File: config.mk
export PLATFORM = sky130hd
export DESIGN_NAME = rgb_fader
export DESIGN_NICKNAME = d
export VERILOG_FILES = /design/src/rtl/rgb_fader.sv
export SDC_FILE = /design/constraint.sdc
export NUM_CORES = 1
export LEC_CHECK = 0
export CAP_MARGIN = 20
export CORE_UTILIZATION = 40
export CTS_CLUSTER_DIAMETER = 150
export DETAILED_ROUTE_END_ITERATION = 6
export HOLD_SLACK_MARGIN = 0.05
export PLACE_DENSITY = 0.66
export SLEW_MARGIN = 25
export SYNTH_ARGS = -nofsm -noshare
export SYNTH_HDL_FRONTEND = slang
export SYNTH_SLANG_ARGS = --single-unit
File: constraint.sdc
create_clock -name i_clk -period 3.1 [get_ports i_clk]
set_clock_uncertainty 0.05 [all_clocks]
set_input_delay 0.62 -clock i_clk [delete_from_list [all_inputs] [get_ports i_clk]]
set_output_delay 0.62 -clock i_clk [all_outputs]
set_load 0.02 [all_outputs]
File: src/rtl/rgb_fader.sv
// Three-channel LED fader: each channel ramps its PWM level up or down one
// step per prescaler strobe, following a registered copy of the colour targets.
module rgb_fader #(
  parameter int PWM_BITS = 8,
  parameter int STEP_DIV = 4
) (
  input  logic       i_clk,
  input  logic       i_rst,
  input  logic [2:0] i_data,
  output logic       o_led_r,
  output logic       o_led_g,
  output logic       o_led_b,
  output logic       o_busy
);

  localparam logic [PWM_BITS-1:0] MAX = '1;
  localparam int PRE_W = (STEP_DIV > 1) ? $clog2(STEP_DIV) : 1;
  localparam logic [PRE_W-1:0] PRE_LAST = PRE_W'(STEP_DIV - 1);

  typedef enum logic [1:0] {
    OFF  = 2'd0,
    RISE = 2'd1,
    ON   = 2'd2,
    FALL = 2'd3
  } ch_state_t;

  // channel index i follows i_data[i]: 0 = blue, 1 = green, 2 = red
  logic [2:0]          target;
  logic [PWM_BITS-1:0] pwm_cnt;
  logic [PRE_W-1:0]    pre_cnt;
  logic                step;

  ch_state_t           state_q [3];
  ch_state_t           state_d [3];
  logic [PWM_BITS-1:0] level_q [3];
  logic [PWM_BITS-1:0] level_d [3];
  logic [2:0]          led_d;
  logic                busy_d;

  assign step = (pre_cnt == PRE_LAST);

  always_ff @(posedge i_clk or posedge i_rst) begin
    if (i_rst) begin
      target  <= '0;
      pwm_cnt <= '0;
      pre_cnt <= '0;
    end else begin
      target  <= i_data;
      pwm_cnt <= pwm_cnt + 1'b1;
      pre_cnt <= step ? '0 : pre_cnt + 1'b1;
    end
  end

  always_ff @(posedge i_clk or posedge i_rst) begin
    if (i_rst) begin
      for (int i = 0; i < 3; i++) begin
        state_q[i] <= OFF;
        level_q[i] <= '0;
      end
    end else begin
      for (int i = 0; i < 3; i++) begin
        state_q[i] <= state_d[i];
        level_q[i] <= level_d[i];
      end
    end
  end

  // A target flip wins over reaching an end point; the step still applies
  // on the edge the direction reverses.
  always_comb begin
    busy_d = 1'b0;
    led_d  = '0;
    for (int i = 0; i < 3; i++) begin
      state_d[i] = state_q[i];
      level_d[i] = level_q[i];
      case (state_q[i])
        OFF: begin
          level_d[i] = '0;
          if (target[i]) state_d[i] = RISE;
        end
        RISE: begin
          if (step && (level_q[i] != MAX)) level_d[i] = level_q[i] + 1'b1;
          if (!target[i])              state_d[i] = FALL;
          else if (level_d[i] == MAX)  state_d[i] = ON;
        end
        ON: begin
          level_d[i] = MAX;
          if (!target[i]) state_d[i] = FALL;
        end
        FALL: begin
          if (step && (level_q[i] != '0)) level_d[i] = level_q[i] - 1'b1;
          if (target[i])              state_d[i] = RISE;
          else if (level_d[i] == '0)  state_d[i] = OFF;
        end
        default: begin
          state_d[i] = OFF;
          level_d[i] = '0;
        end
      endcase
      led_d[i] = (level_q[i] == MAX) || (level_q[i] > pwm_cnt);
      if ((state_q[i] == RISE) || (state_q[i] == FALL)) busy_d = 1'b1;
    end
  end

  always_ff @(posedge i_clk or posedge i_rst) begin
    if (i_rst) begin
      o_led_r <= 1'b0;
      o_led_g <= 1'b0;
      o_led_b <= 1'b0;
      o_busy  <= 1'b0;
    end else begin
      o_led_r <= led_d[2];
      o_led_g <= led_d[1];
      o_led_b <= led_d[0];
      o_busy  <= busy_d;
    end
  end

endmodule

# Yosys cells after proc, flatten, opt, wreduce, memory -nomap -nowiden
# Index checks and enable logic that the tools add are counted.
dict set report op_classes {
  n_eq_ne 31
  order_cmp 3
  addsub 8
  reduce_logical 24
  mux 40
}
# operator count
set op_table {}
lappend op_table {{two-way mux 8 bit} 12}
lappend op_table {{case mux 8 bit (4 select lines)} 3}
lappend op_table {{== test 8 bit, second input constant} 6}
lappend op_table {{two-way mux 2 bit} 19}
lappend op_table {{adder 8 x 1 -> 8 bit, second input constant} 4}
lappend op_table {{> comparator 8 bit} 3}
lappend op_table {{zero test 8 bit} 3}
lappend op_table {{inequality test 8 bit, second input constant} 3}
lappend op_table {{case mux 2 bit (4 select lines)} 3}
lappend op_table {{nonzero test 8 bit} 3}
lappend op_table {{subtractor 8 x 1 -> 8 bit, second input constant} 3}
lappend op_table {{inequality test 3 bit, second input constant} 6}
lappend op_table {{== test 2 bit, second input constant} 7}
lappend op_table {{inequality test 2 bit, second input constant} 6}
lappend op_table {{AND reduction 4 bit} 3}
lappend op_table {{== test 2 x 1 -> 1 bit, second input constant} 3}
lappend op_table {{logical AND 1 bit} 6}
lappend op_table {{zero test 2 bit} 3}
lappend op_table {{logical OR 1 bit} 6}
lappend op_table {{two-way mux 1 bit} 3}
lappend op_table {{adder 2 x 1 -> 2 bit, second input constant} 1}
dict set report totals {
  input_bits 5
  output_inout_bits 4
  reg_bits 47
  wordCells 119
}

# Depth between registers and ports, before layout
# Gate-level depths: netlist of the first run.
dict set report logic_depth {
  word_depth 8
  depth_mapped 11
  depth_no_buf 9
}

# Worst setup path after synthesis of the first run
# Ideal clock, no wire load.
dict set report synth_timing {
  path_type {reg2reg}
  startpoint {reg level_q[16] (netlist bit)}
  endpoint {reg state_q[5] (netlist bit)}
  period_less_slack_ps 2694
  t_arrival_ps 2517
  stages_incl_launch_ff 9
  path_buffers 0
  required_time_ps 2922
  setup_time_ps 128
  setup_slack_ps 406
  cell_sequence {dfrtp_1 -> inv_1 -> ha_1 -> or4b_4 -> or3_4 -> a2111oi_4 -> a211oi_1 -> o211ai_2 -> mux2_1}
}
dict set report synth_via {
  elab_chain_cells 7
  word_cells_on_any_way 15
  cone_classes {2 x add/sub; 4 x eq/ne; 4 x mux; 5 x reduce/logical}
}
# item line_no
set synth_lines {}
lappend synth_lines {{start, declared} 35} ;# logic [PWM_BITS-1:0] level_q [3];
lappend synth_lines {{start signal, assigned by index} 63} ;# level_q[i] <= level_d[i];
lappend synth_lines {{branches (longest 6 deep; another with adder 8 x 1 -> 8 bit)} n/a}
lappend synth_lines {{AND reduction 4 bit (no source line) (*)} n/a}
lappend synth_lines {{end signal, assigned by index} 62} ;# state_q[i] <= state_d[i];
lappend synth_lines {{end, declared} 33} ;# ch_state_t state_q [3];
# Every way passes the cells marked *. The select of a mux whose other input is x is not followed.
# A chain may end at the register's enable or synchronous reset.

# Worst setup path after layout of the first run
# Same ends and word-level chain as after synthesis.

==> summary.txt, run 1 <==
Run status
  – Outcome: finished, final reports clean

STA
  – Post-Route Hold Slack: approximately 0.4 ns
  – Final worst path period need: approximately 2.8 ns
  – Final Max Tran Viols: 0
  – Actual slew at the worst max-slew pin: 0.696 ns
  – FMAX: between 300 and 400 MHz
  – Finish-stage setup viols: 0
  – Fin Setup TNS: 0 ns
  – Slew margin rel.: a little over half
  – RSZ-0062 raised after global routing: no
  – Fin crit share: between 90% and 100%
  – Fin. Hold Viols: 0

Detailed routing
  – Final wirelength: between 10 and 15 mm
  – Residual DRC: 0
  – Drt wl/cell: roughly 16 microns
  – Vias per cell: roughly 5.9
  – DRT antenna net count: 0
  – DR iter-0 viols: 305
  – Via count: between 3000 and 4000
  – Drt first pass iters: 5

Yosys
  – Net Count, Synth: about 570
  – Syn Inst Count: slightly above 500
  – Asr flop ratio synth: between 90% and 100%
  – Yosys reg bits: 47
  – Sequential fraction of the synthesis area: approximately 28%
  – EDFF count, synth: 0
  – Library cells used by synthesis: 64
  – Top_reg_cell synth: dfrtp_1
  – Synthesized cell area: between 0.004 and 0.005 sq mm
  – Synth Warn #: 0
  – Synth Area per Inst: between 8 and 9 sq um

Floorplan
  – Starting density of the core: a little over 40%
  – Num rows: 37
  – Die height: roughly 100 microns
  – Die Area: between 0.01 and 0.015 sq mm
  – Core Area: around 0.010 sq mm
  – Die width: roughly 100 microns
  – I/O pins: 9

Placed design
  – Inst Count DP: ~630
  – HPWL Detailed: 7.78 mm
  – Routability cong.: 0.900
  – Port bufs: 8

Cells and area
  – Ratio of cells with drive above 1 in the final layout: 7.11%
  – Leading cell type in the layout, fill and taps excluded: nor2_1
  – Core Util, Final: 44.1%
  – Multi-input gate area: about 0.0028 sq mm
  – Register area: approximately 0.0012 sq mm
  – Nets: ~560
  – Layout fillers: between 1000 and 1500
  – Area grow syn2layout: 7.29%
  – Commonest non-fill, non-tap cells in the layout: nor2_1 (52), ha_1 (48), dfrtp_1 (47)
  – Diodes inserted: 0
  – Fin cells: between 600 and 700

Clocking
  – # hold bufs at CTS: 0
  – Root buf cell: clkbuf_8
  – # H-tree levels: 2
  – Clock buffer count from CTS: 5
  – Clk Latency, worst-skew pair: ~0.32 ns
  – Clock transition at path regs: approximately 0.10 ns
  – CTS tree: done
  – Clock sink count: 47
  – Total setup buffers inserted after CTS: 0
  – Post-CTS sizing: 0
  – CTS max path bufs: 2

Setup path
  – WP data arrival: just under 3 ns
  – Crit Path Class: flop to flop
  – Maximum fanout along the worst path: 6
  – FF-to-FF End: state_q[5]
  – Crit-path cells: inv_1 > ha_1 > or4b_4 > or3_4 > a2111oi_4 > a211oi_1 > o211ai_2 > mux2_1
  – Worst reg2reg path depth: 8
  – Slack of the worst reg-to-reg path: 0.30 ns
  – Slowest-stage cell, CP: or4b_4
  – Max incr delay on CP: ~0.5 ns
  – RR Startpoint: level_q[16]
  – Critical Path Start Type: flop
  – Worst setup path end: state_q[5]
  – Worst setup startpoint: level_q[16]
  – Critical path endpoint category: flop
  – Worst Path Required: about 3.3 ns

GRT
  – Antenna violations before repair: 0
  – Grt ovf: 0
  – Vias in the first global route: 3658
  – First-pass GRT wire length: 18.0 mm
  – GRT Total Usage: ~20%
  – Pin count of the biggest net entering global routing: 24

Pwr
  – Power, Total: around 3900 uW
  – Peak VDD IR: between 200 and 300 uV
  – Leak Pwr: between 0.0015 and 0.002 uW
  – Power per Cell Area: 865 mW/mm^2

Job
  – Max-cap violations: 0

Hold path
  – HP Class: flop to flop
## kinds of logic after synthesis
| family | Yosys count | synth area share, % |
|---|---|---|
| mux | 15 | 3.75 |
| flops | 47 | 27.7 |
| simple gates | 194 | 24.2 |
| fa+ha+maj | 49 | 14.4 |
| compound gates | 122 | 20.1 |
| xor+xnor | 18 | 3.72 |
| buf+inv | 67 | 6.19 |
## routing by layer
layer  vias up  GRT usage [%]  part of all wire (%)
li1       1851              -                     -
met1      1799           28.0                    48
met2       125           32.0                    45
met3        25           2.31                   4.2
met4         0           6.74                   2.4
met5         -              0                     0
## through the flow
step | worst slack (ns) | cell area, sq um
after floorplan | 0.406 | 4240
after global placement | 0.429 | 4450
after detailed placement | 0.349 | 4450
after CTS | 0.314 | 4550
after global routing | 0.152 | 4550
final | 0.302 | 4550
## layout make-up
type | instances | share of cell area [%]
clock buffer | 7 | 2.12
clock inverter | 1 | 0.165
inverter | 32 | 2.64
multi-input combinational | 398 | 61.6
sequential | 47 | 25.8
tap | 136 | 3.74
timing repair buffer | 21 | 3.90
## power by group
group          switching [uW]  internal, uW
clock                     225           203
combinational            1360           998
sequential                330           822
## registers in the layout (all words and copies together) (netlist names)
| name | flops |
|---|---|
| o_led_g | 1 |
| pre_cnt | 2 |
| state_q | 6 |
| pwm_cnt | 8 |
| o_led_b | 1 |
| target | 3 |
| o_busy | 1 |
| o_led_r | 1 |
| level_q | 24 |
## synthesized netlist by cell type (3+ instances only)
cell,count,share of area [%]
nor2_1,52,4.6
ha_1,48,14
dfrtp_1,47,28
inv_1,32,2.8
nand2_1,32,2.8
a21oi_1,27,3.2
clkbuf_1,27,2.4
o21ai_0,25,2.9
nand3_1,20,2.4
xnor2_1,16,3.3
a221oi_1,14,2.9
and3_1,12,1.8
nor3_1,12,1.4
nand2b_1,11,1.6
nand4_1,9,1.3
nor4_1,9,1.3
mux2i_1,8,1.9
nor2b_1,8,1.2
a31oi_1,7,1.0
o21a_1,7,1.2
a211oi_1,6,1.1
mux2_2,5,1.3
a21o_1,4,0.71
and2_1,4,0.59
and4_1,4,0.83
buf_1,4,0.35
nand4b_1,4,0.83
a2111oi_0,3,0.62
a221o_1,3,0.71
buf_2,3,0.35
o211ai_1,3,0.53
or3_1,3,0.44
## critical path: cells and delay by family (launching register included)
family	cells	cell delay (ns)
buffers and inverters	1	0.15
AOI/OAI and AO/OA	3	0.65
and+or+nand+nor	2	0.86
DFF	1	0.39
muxes	1	0.35
adders and majority gates	1	0.23
## worst min-delay path by stage
stage	start	slack [ns]	endpoint	cells after the start
final	pre_cnt[0]	0.39	pre_cnt[0]	1
after global routing	pre_cnt[0]	0.43	pre_cnt[0]	1
after global placement	pre_cnt[0]	0.36	pre_cnt[0]	1
after detailed placement	pre_cnt[0]	0.37	pre_cnt[0]	1
after floorplan	pre_cnt[0]	0.35	pre_cnt[0]	1
after CTS	pre_cnt[0]	0.38	pre_cnt[0]	1
Power figures use the tool's default switching activity.
==> run 2, diff against run 1 <==
Settings changed: PLACE_DENSITY 0.66 to 0.6.
==> run 2 against run 1 <==
Non-clock buffer count is 2 higher. Combinational power is 2% higher. Clock-buffer cell count is 2 lower. Final cell count is 0.31% higher. Flip-flop and latch count stayed put. Highest routed layer unchanged. Final area hardly changed.
==> summary.txt, run 2 (synthesized netlist as in run 1, its figures left out) <==
Pwr
  – Switching share of power: 49.0% (+0.42 points)
  – Register share of total power: 28.4% (-0.9 points)
  – Int Pwr: 2000 uW (-0.99%)
  – Comb pwr share: 61.3% (+1.4 points)
  – Clock power share: 10.3% (-0.6 points)
  – Power per Cell Area: 863 mW/mm^2 (-0.26%)
  – P_sw: 1930 uW (+0.69%)
  – Peak VDD IR: 318 uV (+19%)
  – Leak Pwr: 0.00192 uW (about the same)

GRT
  – Most utilized layer in the global route result: met2
  – GR Util met3: 2.93% (+0.62 points)
  – Antenna violations before repair: 0 (unchanged)
  – Grt met1 use: 28.1% (+0.15 points)
  – First-pass GRT wire length: 17.9 mm (-0.34%)
  – Pin count of the biggest net entering global routing: 48 (+100%)
  – Vias in the first global route: 3665 (+0.19%)
  – Met2 Use GR: 32.0% (-0.047 points)
  – GRT Total Usage: 20.2% (+0.11 points)
  – Grt ovf: 0 (unchanged)

Clocking
  – # hold bufs at CTS: 0 (unchanged)
  – # H-tree levels: 2 (unchanged)
  – Root buf cell: clkbuf_8
  – Clk Latency, worst-skew pair: 0.32 ns (about the same)
  – Clock transition at path regs: 0.11 ns (about the same)
  – CTS max path bufs: 2 (unchanged)
  – Post-CTS sizing: 0 (unchanged)
  – Clock buffer count from CTS: 5 (unchanged)
  – CTS tree: done
  – Total setup buffers inserted after CTS: 0 (unchanged)
  – Clock sink count: 47 (unchanged)

Setup path
  – Crit-path cells: inv_1 > ha_1 > or4b_4 > or3_4 > a2111oi_4 > a211oi_1 > o211ai_2 > mux2_1
  – Critical path endpoint category: flop
  – Slack of the worst reg-to-reg path: 0.28 ns (-0.02 ns)
  – Critical path's top delay family: simple AND/OR/NAND/NOR gates
  – Critical Path Start Type: flop
  – Max incr delay on CP: 0.49 ns (about the same)
  – Maximum fanout along the worst path: 6 (unchanged)
  – Slowest-stage cell, CP: or4b_4
  – WP data arrival: 2.98 ns (+0.02 ns)
  – Worst Path Required: 3.26 ns (about the same)
  – WP buf/inv: 1 (unchanged)
  – Crit Path Class: flop to flop

Detailed routing
  – DRT antenna net count: 0 (unchanged)
  – DR iter-0 viols: 217 (-29%)
  – Residual DRC: 0 (unchanged)
  – Drt wl/cell: 16.6 microns (+1.0%)
  – Drt first pass iters: 4 (-1)
  – Via count: 3809 (+0.24%)
  – Vias per cell: 5.91 (about the same)
  – Final wirelength: 10.7 mm (+1.3%)

Floorplan
  – Die height: 105 microns (unchanged)
  – Die width: 105 microns (unchanged)
  – Starting density of the core: 41.1% (unchanged)
  – Num rows: 37 (unchanged)
  – Core Area: 0.0103 sq mm (unchanged)
  – I/O pins: 9 (unchanged)
  – Die Area: 0.0110 sq mm (unchanged)

STA
  – Final Max Tran Viols: 0 (unchanged)
  – Fin crit share: 91.0% (+0.80 points)
  – Fin. Hold Viols: 0 (unchanged)
  – Final worst path period need: 2.82 ns (+0.0248 ns)
  – Slew margin rel.: 57.7% (+4.5 points)
  – FMAX: 354 MHz (-0.88%)
  – Finish-stage setup viols: 0 (unchanged)
  – Fin Setup TNS: 0 ns (unchanged)
  – RSZ-0062 raised after global routing: no
  – Actual slew at the worst max-slew pin: 0.635 ns (-0.0609 ns)

Run status
  – Outcome: finished, final reports clean

Cells and area
  – Commonest non-fill, non-tap cells in the layout: nor2_1 (52), ha_1 (48), dfrtp_1 (47)
  – Non-Filler Cell Area, Final: 0.00455 sq mm (about the same)
  – Ratio of cells with drive above 1 in the final layout: 7.48% (+0.37 points)
  – Diodes inserted: 0 (unchanged)
  – Area grow syn2layout: 7.37% (about the same)
  – Leading cell type in the layout, fill and taps excluded: nor2_1
  – Register area: 0.00118 sq mm (unchanged)
  – Layout fillers: 1019 (+1.3%)
  – Nets: 560 (+0.36%)
  – Multi-input gate area: 0.00280 sq mm (unchanged)
  – Largest reg by FF count: level_q
  – Biggest regs: level_q (24), pwm_cnt (8), state_q (6)
  – Largest register FFs: 24 (unchanged)

Placed design
  – Post-placement cell area: 0.00446 sq mm (+0.34%)
  – Port bufs: 8 (unchanged)
  – Routability cong.: 0.890 (-1.1%)
  – HPWL Detailed: 7.78 mm (about the same)

Hold path
  – HP Class: flop to flop

Job
  – Max-cap violations: 0 (unchanged)
[run 2: changes by cell type in the layout (fill, tap and decap cells not counted), sizes merged]
cell,previous run,this run
clkbuf,7,5
inv,32,33
buf,13,15
clkinvlp,1,2
[run 2: metal layers]
| metal | share of wire (%) | wire length [microns] |
|---|---|---|
| met1 | 50 | 5300 |
| met2 | 46 | 4870 |
| met5 | 0 | 0 |
| met4 | 1.7 | 183 |
| met3 | 3.0 | 323 |
[run 2: layout make-up]
cell class,count,area share [%]
clock buffer,5,1.51
clock inverter,3,0.522
timing repair buffer,23,4.23
sequential,47,25.8
inverter,32,2.64
tap,136,3.74
multi-input combinational,398,61.5
[run 2: worst register-to-register path: stages (launching register included)]
cell and delay (ns):
dfrtp_1 0.40, inv_1 0.16, ha_1 0.22, or4b_4 0.50
or3_4 0.37, a2111oi_4 0.34, a211oi_1 0.10, o211ai_2 0.23
mux2_1 0.34
[run 2: through the flow]
stage                     util, %  instances  total power (uW)  worst slack [ns]  hold WS (ns)
after floorplan                 -        512              2850             0.406         0.353
after global routing         44.1        644              4290             0.175         0.407
after CTS                    44.1        644              3940             0.289         0.399
after detailed placement     43.2        636              3510             0.340         0.382
final                        44.1        644              3930             0.278         0.396
after global placement       43.2        636              3460             0.374         0.364
[run 2: worst paths after layout]
| path | from | to | cells past startpoint |
|---|---|---|---|
| hold reg to reg | pre_cnt[0] | pre_cnt[0] | 1 |
| hold / removal | pre_cnt[0] | pre_cnt[0] | 1 |
| min in group asynchronous | i_rst | level_q[5] | 3 |
| setup / recovery | level_q[16] | state_q[5] | 8 |
| setup reg to reg | level_q[16] | state_q[5] | 8 |
| max in group asynchronous | i_rst | level_q[10] | 3 |
[run 2: power by group through the flow]
stage	clock, uW	sequential [uW]	combinational (uW)
after detailed placement	0	1120	2390
final	406	1120	2410
after CTS	431	1110	2400
after floorplan	0	1020	1830
after global routing	454	1150	2690
after global placement	0	1120	2340
==> run 3, diff against run 2 <==
Settings changed: CELL_PAD_IN_SITES_DETAIL_PLACEMENT from default to 1, CELL_PAD_IN_SITES_GLOBAL_PLACEMENT from default to 1, PLACE_DENSITY 0.6 to 0.74.
==> run 3 against run 2 <==
Setup slack got worse by 0.032 ns. Via count rose by 3.4%. Maximum frequency fell by 1.1%. Register-to-register slack got worse by 0.03 ns. Global-route usage rose by 3.0 points. Sequential share of layout area fell by 0.21 points. Routed wire length rose by 15%. Sequential power barely moved. Total power rose by 4.7%. Final area rose by 0.82%. Worst hold slack got worse by 0.00056 ns.
==> summary.txt, run 3 (synthesized netlist as in run 1, its figures left out) <==
Run status
  – Outcome: finished, final reports clean

Cells and area
  – Area grow syn2layout: 8.26%
  – Biggest regs: level_q (24), pwm_cnt (8), state_q (6)
  – Non-Filler Cell Area, Final: 0.00459 sq mm (+0.82%)
  – Leading cell type in the layout, fill and taps excluded: nor2_1
  – Nets: 562 (+0.36%)
  – Diodes inserted: 0 (unchanged)
  – Largest reg by FF count: level_q
  – Largest register FFs: 24 (unchanged)
  – Ratio of cells with drive above 1 in the final layout: 7.84% (+0.36 points)
  – Commonest non-fill, non-tap cells in the layout: nor2_1 (52), ha_1 (48), dfrtp_1 (47)

Placed design
  – Routability cong.: 0.882 (-0.97%)
  – Port bufs: 8 (unchanged)
  – HPWL Detailed: 9.22 mm (+18%)
  – Post-placement cell area: 0.00448 sq mm (+0.34%)

STA
  – Final worst path period need: 2.85 ns (+0.0316 ns)
  – Final Max Tran Viols: 0 (unchanged)
  – RSZ-0062 raised after global routing: no
  – Slew margin rel.: 59.8% (+2.1 points)
  – Fin Setup TNS: 0 ns (unchanged)
  – Finish-stage setup viols: 0 (unchanged)
  – Fin crit share: 92.1% (+1.0 points)
  – Actual slew at the worst max-slew pin: 0.597 ns (-0.0374 ns)
  – FMAX: 350 MHz (-1.1%)
  – Fin. Hold Viols: 0 (unchanged)

Detailed routing
  – Drt first pass iters: 4 (unchanged)
  – Met3 wire len: 385 microns (+19%)
  – DR iter-0 viols: 217 (unchanged)
  – Vias per cell: 6.10 (+3.1%)
  – Final wirelength: 12.2 mm (+15%)
  – Met1 Wirelength: 5.79 mm (+9.2%)
  – Met2 wire len: 5.93 mm (+22%)
  – Residual DRC: 0 (unchanged)
  – Via count: 3938 (+3.4%)
  – Max layer used: met4
  – Drt wl/cell: 19.0 microns (+14%)
  – DRT antenna net count: 0 (unchanged)

GRT
  – Antenna violations before repair: 0 (unchanged)
  – Pin count of the biggest net entering global routing: 23 (-52%)
  – Grt ovf: 0 (unchanged)
  – First-pass GRT wire length: 20.6 mm (+15%)
  – Vias in the first global route: 4121 (+12%)
  – GRT Total Usage: 23.2% (+3.0 points)

Setup path
  – Critical path endpoint category: flop
  – Crit Path Class: flop to flop
  – Crit-path cells: inv_1 > ha_1 > or4b_4 > or3_4 > a2111oi_4 > a211oi_1 > o211ai_2 > mux2_1
  – Worst Path Required: 3.25 ns (about the same)
  – Maximum fanout along the worst path: 6 (unchanged)
  – WP data arrival: 3.01 ns (+0.03 ns)
  – RR Startpoint: level_q[16]
  – Worst setup startpoint: level_q[16]
  – Slowest-stage cell, CP: or4b_4
  – Max incr delay on CP: 0.50 ns (about the same)
  – Critical Path Start Type: flop

Hold path
  – HP Class: flop to flop
  – Hold Crit Start: pre_cnt[0]

Clocking
  – # H-tree levels: 2 (unchanged)
  – Post-CTS sizing: 0 (unchanged)
  – Clk Latency, worst-skew pair: 0.32 ns (about the same)
  – Total setup buffers inserted after CTS: 0 (unchanged)
  – Clock transition at path regs: 0.11 ns (about the same)
  – CTS tree: done
  – # hold bufs at CTS: 0 (unchanged)
  – Clock sink count: 47 (unchanged)
  – Clock buffer count from CTS: 5 (unchanged)
  – CTS max path bufs: 2 (unchanged)
  – Root buf cell: clkbuf_8

Pwr
  – Leak Pwr: 0.00194 uW (+1.2%)
  – Power per Cell Area: 897 mW/mm^2 (+3.9%)
  – Peak VDD IR: 369 uV (+16%)

Floorplan
  – Die Area: 0.0110 sq mm (unchanged)
  – Die width: 105 microns (unchanged)
  – Num rows: 37 (unchanged)
  – Die height: 105 microns (unchanged)
  – I/O pins: 9 (unchanged)
  – Starting density of the core: 41.1% (unchanged)
  – Core Area: 0.0103 sq mm (unchanged)

Job
  – Max-cap violations: 0 (unchanged)
run 3: cell types whose count changed in the layout (fill, tap and decap cells not counted), sizes merged:
cell,previous run,this run
buf,15,17
bufinv,0,1
clkinvlp,2,1
run 3: through the flow:
step                instances  worst slack (ns)  hold WS (ns)  total power (uW)  utilization [%]
floorplan                 512             0.406         0.353              2850                -
global placement          638             0.410         0.362              3490             43.4
detailed placement        638             0.302         0.384              3610             43.4
CTS                       646             0.255         0.400              4120             44.5
global route              646             0.144         0.413              4480             44.5
finish                    646             0.246         0.396              4120             44.5
run 3: layer usage:
metal / vias up / GRT usage (%)
met5: - / 0
met4: 0 / 6.84
met3: 12 / 2.74
met2: 74 / 38.2
met1: 1994 / 31.8
li1: 1858 / -
run 3: area by class of cell:
| cell class | instances | area (sq um) |
|---|---|---|
| Clock buffer | 5 | 68.8 |
| Clock inverter | 3 | 46.3 |
| Fill cell | 1231 | 5730 |
| Inverter | 32 | 120 |
| Multi-Input combinational cell | 398 | 2800 |
| Sequential cell | 47 | 1180 |
| Tap cell | 136 | 170 |
| Timing Repair Buffer | 25 | 208 |
run 3: worst paths after layout:
check,end,slack (ns),cells past startpoint
hold reg to reg,pre_cnt[0],0.40,1
setup / recovery,state_q[5],0.25,8
min in group asynchronous,target[0],0.50,2
max in group asynchronous,target[1],1.90,3
setup reg to reg,state_q[5],0.25,8
hold / removal,pre_cnt[0],0.40,1
run 3: critical path: cells and delay by family, from the launching register on:
family	cells	cell delay [ns]
multiplexers	1	0.34
AO/OA/AOI/OAI	3	0.70
AND/OR/NAND/NOR	2	0.87
buffers and inverters	1	0.16
flip-flops	1	0.39
adder cells (fa/ha/maj)	1	0.23
run 3: where the power goes:
part	internal, uW	total [uW]	switching, uW
Sequential	823	1090	270
Clock	244	493	249
Combinational	1030	2530	1500
Total	2100	4120	2020
